$ cat src/rtl/mem_access_ctrl_pkg.sv
// Shared definitions for the data-memory access controller.
// Holds the FSM state encoding, the bit positions of the store and load
// select vectors, and a helper that isolates the lowest set bit of a pick.
package mem_access_ctrl_pkg;

  // Controller states: idle, bus address phase, waiting for read data, retire.
  typedef enum logic [1:0] {
    ST_IDLE = 2'd0,
    ST_REQ  = 2'd1,
    ST_RESP = 2'd2,
    ST_DONE = 2'd3
  } state_t;

  // Bit positions inside mem_wen_pick.
  localparam int PICK_SW  = 0;
  localparam int PICK_SH  = 1;
  localparam int PICK_SB  = 2;
  localparam int PICK_SWL = 3;
  localparam int PICK_SWR = 4;

  // Bit positions inside ld_pick.
  localparam int LD_LB  = 0;
  localparam int LD_LBU = 1;
  localparam int LD_LH  = 2;
  localparam int LD_LHU = 3;
  localparam int LD_LWL = 4;
  localparam int LD_LWR = 5;
  localparam int LD_LW  = 6;

  // Keeps only the lowest set bit, so a malformed pick still decodes to one op.
  function automatic logic [6:0] lowest_set(input logic [6:0] v);
    return v & (~v + 7'd1);
  endfunction

endpackage

$ cat src/rtl/mem_access_ctrl_align.sv
// mem_align: purely combinational lane steering for the memory controller.
// Store mode (is_load=0): turns a store pick, the byte offset and the rt
// value into byte strobes and lane-aligned write data.
// Load mode (is_load=1): turns a load pick, the byte offset and the bus
// word into an extended/shifted result plus a byte mask telling which
// result bytes come from memory; bytes outside the mask keep rt (LWL/LWR).
module mem_align
  import mem_access_ctrl_pkg::*;
(
  input  logic        is_load,
  input  logic [6:0]  pick,
  input  logic [1:0]  a,
  input  logic [31:0] din,
  output logic [3:0]  strb,
  output logic [31:0] dout
);

  logic [31:0] din_shr;
  logic [7:0]  byte_sel;
  logic [15:0] half_sel;

  // Byte and halfword picked out of the word by the low address bits.
  always_comb begin
    din_shr  = din >> {a, 3'b000};
    byte_sel = din_shr[7:0];
    half_sel = a[1] ? din[31:16] : din[15:0];
  end

  // Lane steering for either direction; picks arrive already one-hot.
  always_comb begin
    strb = 4'b0000;
    dout = 32'h0;
    if (is_load) begin
      strb = 4'b1111;
      dout = din;
      if (pick[LD_LB]) begin
        dout = {{24{byte_sel[7]}}, byte_sel};
      end else if (pick[LD_LBU]) begin
        dout = {24'h0, byte_sel};
      end else if (pick[LD_LH]) begin
        dout = {{16{half_sel[15]}}, half_sel};
      end else if (pick[LD_LHU]) begin
        dout = {16'h0, half_sel};
      end else if (pick[LD_LWL]) begin
        dout = din << {~a, 3'b000};
        strb = 4'b1111 << ~a;
      end else if (pick[LD_LWR]) begin
        dout = din_shr;
        strb = 4'b1111 >> a;
      end
    end else begin
      if (pick[PICK_SW]) begin
        strb = 4'b1111;
        dout = din;
      end else if (pick[PICK_SH]) begin
        strb = a[1] ? 4'b1100 : 4'b0011;
        dout = {2{din[15:0]}};
      end else if (pick[PICK_SB]) begin
        strb = 4'b0001 << a;
        dout = {4{din[7:0]}};
      end else if (pick[PICK_SWL]) begin
        strb = 4'b1111 >> ~a;
        dout = din >> {~a, 3'b000};
      end else if (pick[PICK_SWR]) begin
        strb = 4'b1111 << a;
        dout = din << {a, 3'b000};
      end
    end
  end

endmodule

$ cat src/rtl/mem_access_ctrl.sv
// mem_access_ctrl: sequences pipeline loads/stores onto the single-port
// data-memory bus with a request/grant/read-valid handshake and stalls the
// pipeline until the access retires.
// Optional macro MEM_ALIGN_CHECK_EN: misaligned word/halfword accesses skip
// the bus and retire at once with addr_err set; without it the low address
// bits that do not matter for the access size are ignored.
module mem_access_ctrl
  import mem_access_ctrl_pkg::*;
#(
  parameter int ADDR_W = 32
) (
  input  logic              clk,
  input  logic              rst,
  input  logic              req_valid,
  output logic              req_ready,
  input  logic              mem_read,
  input  logic [4:0]        mem_wen_pick,
  input  logic [6:0]        ld_pick,
  input  logic [ADDR_W-1:0] addr,
  input  logic [31:0]       store_data,
  input  logic [31:0]       rt_old,
  output logic              bus_req,
  output logic              bus_wr,
  output logic [ADDR_W-1:0] bus_addr,
  output logic [3:0]        bus_wstrb,
  output logic [31:0]       bus_wdata,
  input  logic              bus_gnt,
  input  logic              bus_rvalid,
  input  logic [31:0]       bus_rdata,
  output logic              resp_valid,
  output logic [31:0]       resp_data,
  output logic              stall,
  output logic              addr_err
);

  state_t            state_q, state_d;
  logic              bus_wr_q, bus_wr_d;
  logic [ADDR_W-1:0] bus_addr_q, bus_addr_d;
  logic [3:0]        bus_wstrb_q, bus_wstrb_d;
  logic [31:0]       bus_wdata_q, bus_wdata_d;
  logic [6:0]        ld_pick_q, ld_pick_d;
  logic [1:0]        a_q, a_d;
  logic [31:0]       rt_q, rt_d;
  logic [31:0]       resp_data_q, resp_data_d;
  logic              err_q, err_d;

  logic              is_store;
  logic              accept;
  logic              misalign;
  logic [6:0]        st_sel;
  logic [6:0]        ld_sel;
  logic [3:0]        st_strb;
  logic [31:0]       st_wdata;
  logic [3:0]        ld_mask;
  logic [31:0]       ld_data;
  logic [31:0]       ld_mask32;
  logic [31:0]       ld_merged;

  // A store pick outranks mem_read; within each vector the lowest bit wins.
  assign is_store = |mem_wen_pick;
  assign accept   = (state_q == ST_IDLE) && req_valid && (mem_read || is_store);
  assign st_sel   = lowest_set({2'b00, mem_wen_pick});
  assign ld_sel   = is_store ? 7'h00 : lowest_set(ld_pick);

`ifdef MEM_ALIGN_CHECK_EN
  // Word accesses need a=0, halfword accesses need a[0]=0.
  assign misalign = (st_sel[PICK_SW] && (addr[1:0] != 2'b00)) ||
                    (st_sel[PICK_SH] && addr[0]) ||
                    (ld_sel[LD_LW] && (addr[1:0] != 2'b00)) ||
                    ((ld_sel[LD_LH] || ld_sel[LD_LHU]) && addr[0]);
`else
  assign misalign = 1'b0;
`endif

  // Store lanes are computed from the live request and captured at accept.
  mem_align u_store_align (
    .is_load (1'b0),
    .pick    (st_sel),
    .a       (addr[1:0]),
    .din     (store_data),
    .strb    (st_strb),
    .dout    (st_wdata)
  );

  // Load extraction works on the returned word and the captured op.
  mem_align u_load_align (
    .is_load (1'b1),
    .pick    (ld_pick_q),
    .a       (a_q),
    .din     (bus_rdata),
    .strb    (ld_mask),
    .dout    (ld_data)
  );

  // Bytes outside the load mask keep the old rt value (LWL/LWR merge).
  always_comb begin
    ld_mask32 = 32'h0;
    for (int i = 0; i < 4; i++) begin
      ld_mask32[8*i +: 8] = {8{ld_mask[i]}};
    end
    ld_merged = (ld_data & ld_mask32) | (rt_q & ~ld_mask32);
  end

  // State register plus captured op and bus fields.
  always_ff @(posedge clk or posedge rst) begin
    if (rst) begin
      state_q     <= ST_IDLE;
      bus_wr_q    <= 1'b0;
      bus_addr_q  <= '0;
      bus_wstrb_q <= 4'b0000;
      bus_wdata_q <= 32'h0;
      ld_pick_q   <= 7'h00;
      a_q         <= 2'b00;
      rt_q        <= 32'h0;
      resp_data_q <= 32'h0;
      err_q       <= 1'b0;
    end else begin
      state_q     <= state_d;
      bus_wr_q    <= bus_wr_d;
      bus_addr_q  <= bus_addr_d;
      bus_wstrb_q <= bus_wstrb_d;
      bus_wdata_q <= bus_wdata_d;
      ld_pick_q   <= ld_pick_d;
      a_q         <= a_d;
      rt_q        <= rt_d;
      resp_data_q <= resp_data_d;
      err_q       <= err_d;
    end
  end

  // Next-state logic: misaligned ops bypass the bus, stores skip RESP.
  always_comb begin
    state_d = state_q;
    case (state_q)
      ST_IDLE: if (accept) state_d = misalign ? ST_DONE : ST_REQ;
      ST_REQ:  if (bus_gnt) state_d = bus_wr_q ? ST_DONE : ST_RESP;
      ST_RESP: if (bus_rvalid) state_d = ST_DONE;
      ST_DONE: state_d = ST_IDLE;
      default: state_d = ST_IDLE;
    endcase
  end

  // Datapath capture: bus fields frozen from accept until the next accept.
  always_comb begin
    bus_wr_d    = bus_wr_q;
    bus_addr_d  = bus_addr_q;
    bus_wstrb_d = bus_wstrb_q;
    bus_wdata_d = bus_wdata_q;
    ld_pick_d   = ld_pick_q;
    a_d         = a_q;
    rt_d        = rt_q;
    resp_data_d = resp_data_q;
    err_d       = err_q;
    if (accept) begin
      bus_wr_d    = is_store;
      bus_addr_d  = {addr[ADDR_W-1:2], 2'b00};
      bus_wstrb_d = st_strb;
      bus_wdata_d = st_wdata;
      ld_pick_d   = ld_sel;
      a_d         = addr[1:0];
      rt_d        = rt_old;
      resp_data_d = 32'h0;
      err_d       = misalign;
    end else if ((state_q == ST_RESP) && bus_rvalid) begin
      resp_data_d = ld_merged;
    end
  end

  // Outputs decoded from the registered state.
  always_comb begin
    req_ready  = (state_q == ST_IDLE);
    bus_req    = (state_q == ST_REQ);
    stall      = (state_q == ST_REQ) || (state_q == ST_RESP);
    resp_valid = (state_q == ST_DONE);
    addr_err   = (state_q == ST_DONE) && err_q;
    bus_wr     = bus_wr_q;
    bus_addr   = bus_addr_q;
    bus_wstrb  = bus_wstrb_q;
    bus_wdata  = bus_wdata_q;
    resp_data  = resp_data_q;
  end

endmodule

$ cat config.mk
export PLATFORM = sky130hd
export DESIGN_NAME = mem_access_ctrl
export DESIGN_NICKNAME = d
export VERILOG_FILES = /design/src/rtl/mem_access_ctrl_pkg.sv /design/src/rtl/mem_access_ctrl_align.sv /design/src/rtl/mem_access_ctrl.sv
export SDC_FILE = /design/constraint.sdc
export NUM_CORES = 1
export LEC_CHECK = 0
export BUFFER_PORTS_ARGS = -buffer_cell sky130_fd_sc_hd__buf_2
export CELL_PAD_IN_SITES_DETAIL_PLACEMENT = 1
export CELL_PAD_IN_SITES_GLOBAL_PLACEMENT = 2
export CORE_ASPECT_RATIO = 2
export CORE_MARGIN = 5
export CORE_UTILIZATION = 32
export CTS_BUF_LIST = sky130_fd_sc_hd__clkbuf_4
export DETAILED_ROUTE_END_ITERATION = 8
export PLACE_DENSITY_LB_ADDON = 0.15
export SYNTH_ARGS = -nofsm -noshare
export SYNTH_HDL_FRONTEND = slang
export SYNTH_SLANG_ARGS = --single-unit
$ cat constraint.sdc
create_clock -name clk -period 5.6 [get_ports clk]
set_input_delay 1.12 -clock clk [delete_from_list [all_inputs] [get_ports clk]]
set_output_delay 1.12 -clock clk [all_outputs]
set_load 0.05 [all_outputs]
[Word level (Yosys, flattened, before mapping)]
Index checks and enable logic that the tools add are counted.
Word-level totals
  output and inout port bits: 106
  register bits: 141
  logic and storage cells: 77
Operators by class
  reductions and logical operators: 9
  equality and inequality tests: 6
  add/sub/neg operators: 2
  bitwise logic cells: 10
  multiplexer cells: 32
  shift-type cells: 9
Operators by type and width (number)
  32-bit 2-to-1 mux: 13
  32-bit bitwise AND: 2
  32-bit by 5-bit left shift with 32-bit output: 2
  32-bit by 5-bit >> shifter with 32-bit output: 2
  4-bit 2-to-1 mux: 12
  32-bit NOT: 1
  32-bit OR: 1
  16-bit 2-to-1 mux: 1
  2-bit case mux with 4 select lines: 1
  4-bit by 2-bit left shift with 4-bit output, first input constant: 2
  4-bit by 2-bit >> shifter with 4-bit output, first input constant: 2
  6-bit by 1-bit adder with 6-bit output, second input constant: 1
  6-bit bitwise AND: 1
  2-bit 2-to-1 mux: 3
  6-bit 2-to-1 mux: 1
  6-bit NOT: 1
  5-bit by 1-bit adder with 5-bit output, second input constant: 1
  5-bit bitwise AND: 1
  5-bit NOT: 1
  5-bit OR reduction: 1
  2-bit equality test, second input constant: 2
  2-bit by 1-bit inequality test with 1-bit output, second input constant: 2
  2-bit NOT: 2
  1-bit by 2-bit left shift with 4-bit output, first input constant: 1
  other kinds (8): 11

[Depth between registers and ports, before layout]
  word-level depth: 12
  mapped depth: 9
  mapped depth without buffers: 6

[Hierarchy]
Synthesis repeated with hierarchy kept, for this count alone.
Unflattened totals
  cells, all modules: 1636
  area, all modules: 13279.0 µm²
Modules (own cells, without submodules)
  mem_align: area an instance 3701.0 µm², cells an instance 608, times used 2
  mem_access_ctrl: area an instance 5876.9 µm², cells an instance 420, times used 1

[Worst setup path after synthesis]
Ideal clock, no wire load.
  kind: input -> register
  start point: input port mem_wen_pick[2]
  end point: register resp_data_q[13] (netlist: resp_data[13])
  cell stages on the path: 7
  arrival time: 2.422 ns
  setup slack: 3.091 ns
  cells stage by stage: buf_6 or4_4 o22ai_4 buf_6 buf_6 nand2_1 a22oi_1
Between the ends
  word-level cells in the longest chain between the ends: 4
  elaborated cells between the ends (all ways): 5
  those cells by class: mux (1); reduce/logical (4)
RTL lines
  start, declared: RTL line mem_access_ctrl.sv:17  | input logic [4:0] mem_wen_pick,
  5-bit OR reduction (*): RTL line mem_access_ctrl.sv:60  | assign is_store = |mem_wen_pick;
  1-bit logical OR (*): RTL line mem_access_ctrl.sv:61  | assign accept = (state_q == ST_IDLE) && req_valid && (mem_read || is_store);
  1-bit logical AND (*): RTL line mem_access_ctrl.sv:61
  32-bit 2-to-1 mux or 2-bit nonzero test (tied branches)
  end signal, assigned: RTL line mem_access_ctrl.sv:126  | resp_data_q <= resp_data_d;
  end, declared: RTL line mem_access_ctrl.sv:44  | logic [31:0] resp_data_q, resp_data_d;
Mark *: on every way between the ends. The rest lies on a longest branch, timed or not.
A chain may end at the register's enable or synchronous reset.

[Worst setup path after layout]
  start point: input port addr[1]
  end point: register bus_wdata_q[4] (netlist: bus_wdata[4])
Between the ends
  word-level cells in the longest chain between the ends: 6
  elaborated cells between the ends (all ways): 8
  those cells by class: shift (2); mux (5); bitwise (1)
RTL lines
  start, declared: RTL line mem_access_ctrl.sv:19  | input logic [ADDR_W-1:0] addr,
  32-bit by 5-bit left shift with 32-bit output or 2-bit NOT (tied branches)
  32-bit 2-to-1 mux or 32-bit by 5-bit >> shifter with 32-bit output (tied branches): RTL line mem_access_ctrl_align.sv:64, mem_access_ctrl_align.sv:63
  32-bit 2-to-1 mux (*): RTL line mem_access_ctrl_align.sv:61  | end else if (pick[PICK_SWL]) begin
  32-bit 2-to-1 mux (*): RTL line mem_access_ctrl_align.sv:58  | end else if (pick[PICK_SB]) begin
  32-bit 2-to-1 mux (*): RTL line mem_access_ctrl_align.sv:55  | end else if (pick[PICK_SH]) begin
  32-bit 2-to-1 mux (*): RTL line mem_access_ctrl_align.sv:52  | if (pick[PICK_SW]) begin
  end signal, assigned: RTL line mem_access_ctrl.sv:122  | bus_wdata_q <= bus_wdata_d;
  end, declared: RTL line mem_access_ctrl.sv:40  | logic [31:0] bus_wdata_q, bus_wdata_d;
Marked as above.

==> summary.txt <==
Clock network
  – Largest buffer count on any clock path: 2
  – CTS H-tree lvls: 4
  – Post CTS Setup Buffer Count: 0
  – Worst-Skew Late Latency: 590 ps
  – Clock Pin Slew Worst Setup and Hold Paths: 120 ps
  – CTS tree: done
  – Root buffer cell: clkbuf_4
  – Total CTS buffers: 17
  – Hold bufs inserted after CTS: 0
  – Num Clock Sinks: 141
  – Cts repair resizes: 0

Drt
  – Avg Vias per Cell: 5.693
  – Vias: 9,222
  – Number of remaining DRC errors: 0
  – DR iter-0 viols: 398
  – Final ANT Viol Nets: 0
  – Wire per inst: 24.46 µm
  – TritonRoute pass-1 iters: 5
  – WL final: 39,620 µm

Power and ir drop
  – P_int: 0.002489 W
  – Power density cells: 508.7 nW/µm²
  – Flop pwr share: 32.3%
  – VDD IR max: 0.0002817 V
  – Combinational power share: 55.2%
  – Clk pwr share: 12.5%
  – Switching fraction of total power: 54.61%
  – Psw: 0.002994 W
  – LEAKAGE: 5.055 nW

Worst setup path
  – Crit-path max FO: 31
  – Crit. Startpoint: addr[1]
  – RR Startpoint: state_q[1]
  – Worst setup EP type: register
  – CP max stage delay: 760 ps
  – CP startpoint kind: primary input
  – Worst path cell trace: buf_2 -> nand2b_1 -> o311ai_2 -> a221oi_1 -> nor2_1
  – Crit path arrival time: 3500 ps
  – Crit Path Category: primary input to register
  – Worst Path Required: 6050 ps
  – Worst-path cell with the longest stage delay: a221oi_1

Cells and area
  – Final #Nets: 1,397
  – Combined area of the multi-input logic cells: 5075 µm²
  – FILL cells: 3,523
  – Synthesis-to-layout area growth: 17.28%
  – Layout cell share with drive strength beyond 1: 26.55%
  – Sequential Area: 3530 µm²
  – Final core occ: 38.08%

Synthesis
  – Mapped Avg Cell Area: 8.613 µm²
  – Share of the yosys chip area belonging to registers: 38.39%
  – Synth Register Bits: 141
  – Top post-synthesis cells by area: dfrtp_1 (38%), nand2_1 (12%), mux2i_1 (5.6%)
  – Syn. warnings: 0
  – Synth top area share: 38.39%
  – Number of flops mapped to enable cells by yosys: 0
  – Cell count after synthesis: 1,067
  – Dominant cell type by area after synthesis: dfrtp_1
  – Fraction of registers with async set/reset: 100.0%
  – Yosys cell types: 75
  – Main synth FF type: dfrtp_1
  – Post-synthesis cell area: 9190 µm²

Run
  – # Max-Cap Violations: 0

Placement
  – Hpwl dp: 30,090 µm
  – IO Port Bufs: 247
  – Routability Congestion: 0.8994

STA
  – Setup violators final: 0
  – Worst-Margin Slew: 1150 ps
  – Fin crit share: 54.47%
  – Clock skew: 33.61 ps
  – Rel. slew slack: 22.81%
  – Total negative slack: 0 ps
  – Final Hold Viols: 0
  – Fmax: 327.8 MHz
  – RSZ-0062 raised after global routing: false
  – Fin crit period: 3050 ps
  – Max-slew violations: 0

Floorplan
  – CORE AREA: 28,300 µm²
  – Rows: 87
  – Die Height: 249.7 µm
  – Full die area: 32,410 µm²
  – Ports: 252
  – Initial Util: 32.47%
  – Die width: 129.8 µm

Global route
  – Vias in the first global route: 9,925
  – GRT Total Usage: 24.58%
  – First-pass GRT wire length: 60,070 µm
  – Total grt overflow: 0
  – Initial antenna violation count: 9
  – Largest net degree at the start of global routing: 114

Status
  – Outcome: finished, final reports clean

Worst hold path
  – Worst Min Path Start: bus_addr[30]
  – HP Class: register to register
==> routing by layer <==
layer / vias up / wire (µm) / global-route usage, %
met5: - / 19 / 0
met4: 4 / 3006 / 17.95
met3: 103 / 1586 / 4.066
met2: 272 / 22080 / 45.65
met1: 4563 / 12940 / 23.37
li1: 4280 / - / -
==> power by group through the flow <==
stage	clock network, W	registers, W	logic [W]
after CTS	0.000729	0.00178	0.00307
after global placement	0	0.00178	0.00303
after floorplan	0	0.00277	0.00123
after detailed placement	0	0.00180	0.00307
final	0.000686	0.00177	0.00302
after global routing	0.000754	0.00183	0.00326
==> cell usage in the layout, fill, tap and decap left out, types with 22 or more instances in the layout <==
master	count
a211oi_1	24
a221oi_1	30
a22oi_1	25
buf_2	247
dfrtp_1	140
mux2i_1	51
nand2_1	284
nor2_1	48
o211ai_1	34
o21ai_1	22
==> state kept, by name (all words and copies together), names as in the netlist <==
signal     flops
bus_wdata     32
resp_data     32
rt_q          32
bus_addr      30
ld_pick_q      6
bus_wstrb      4
a_q            2
state_q        2
bus_wr         1
==> worst max-delay path: cells and delay by family <==
| kind | cells | cell delay [ps] |
|---|---|---|
| AO/OA/AOI/OAI | 2 | 1110 |
| buffers and inverters | 1 | 600 |
| AND/OR/NAND/NOR | 2 | 660 |
==> stage by stage <==
step                setup WS, ps  area, µm²  hold slack (ps)  power (W)  cells
finish                      2550      10780            480.0   0.005482   1620
global route                2452      10780            512.8   0.005838   1619
CTS                         2623      10760            487.3   0.005581   1614
detailed placement          2002      10500            456.6   0.004868   1584
global placement            2013      10500            453.9   0.004810   1584
floorplan                  698.8       9198            445.5   0.003998   1069
==> cell usage after synthesis, drive strengths merged, types with 13 or more instances <==
| master | instances |
|---|---|
| clkbuf | 37 |
| dfrtp | 141 |
| o211ai | 34 |
| buf | 65 |
| nand2 | 284 |
| a221oi | 30 |
| a22oi | 25 |
| a31oi | 17 |
| a211oi | 24 |
| a221o | 14 |
| o21ai | 42 |
| o31ai | 26 |
| mux2 | 16 |
| inv | 21 |
| o2bb2ai | 13 |
| mux2i | 51 |
| nor2 | 49 |
| a21oi | 18 |
==> cell type report <==
class	count	area share, %
antenna	6	0.1393
clock buffer	20	1.393
clock inverter	10	1.091
inverter	23	0.8475
multi-input combinational	803	47.09
sequential	141	32.75
tap	356	4.133
timing repair buffer	261	12.56
==> cells by family (layout without fill, tap and decap cells) <==
kind of cell / Yosys count / in the layout / share of synthesized area, %
AND/OR/NAND/NOR: 422 / 422 / 20.78
AO/OA/AOI/OAI: 306 / 306 / 25.79
flip-flops: 141 / 141 / 38.39
buffers and inverters: 125 / 314 / 6.698
multiplexers: 68 / 68 / 7.760
adder cells (fa/ha/maj): 4 / 4 / 0.5446
other: 1 / 9 / 0.04080
==> final timing paths <==
kind                                end  slack [ps]  depth (start not counted)
setup reg to reg                 a_q[0]        2760                          7
min in group asynchronous  bus_wdata[2]         620                          2
max in group asynchronous      rt_q[17]        3840                          3
hold reg to reg            bus_addr[30]         480                          2
hold / removal             bus_addr[30]         480                          2
setup / recovery           bus_wdata[4]        2550                          5
No activity file was read; power rests on OpenSTA's default activity.
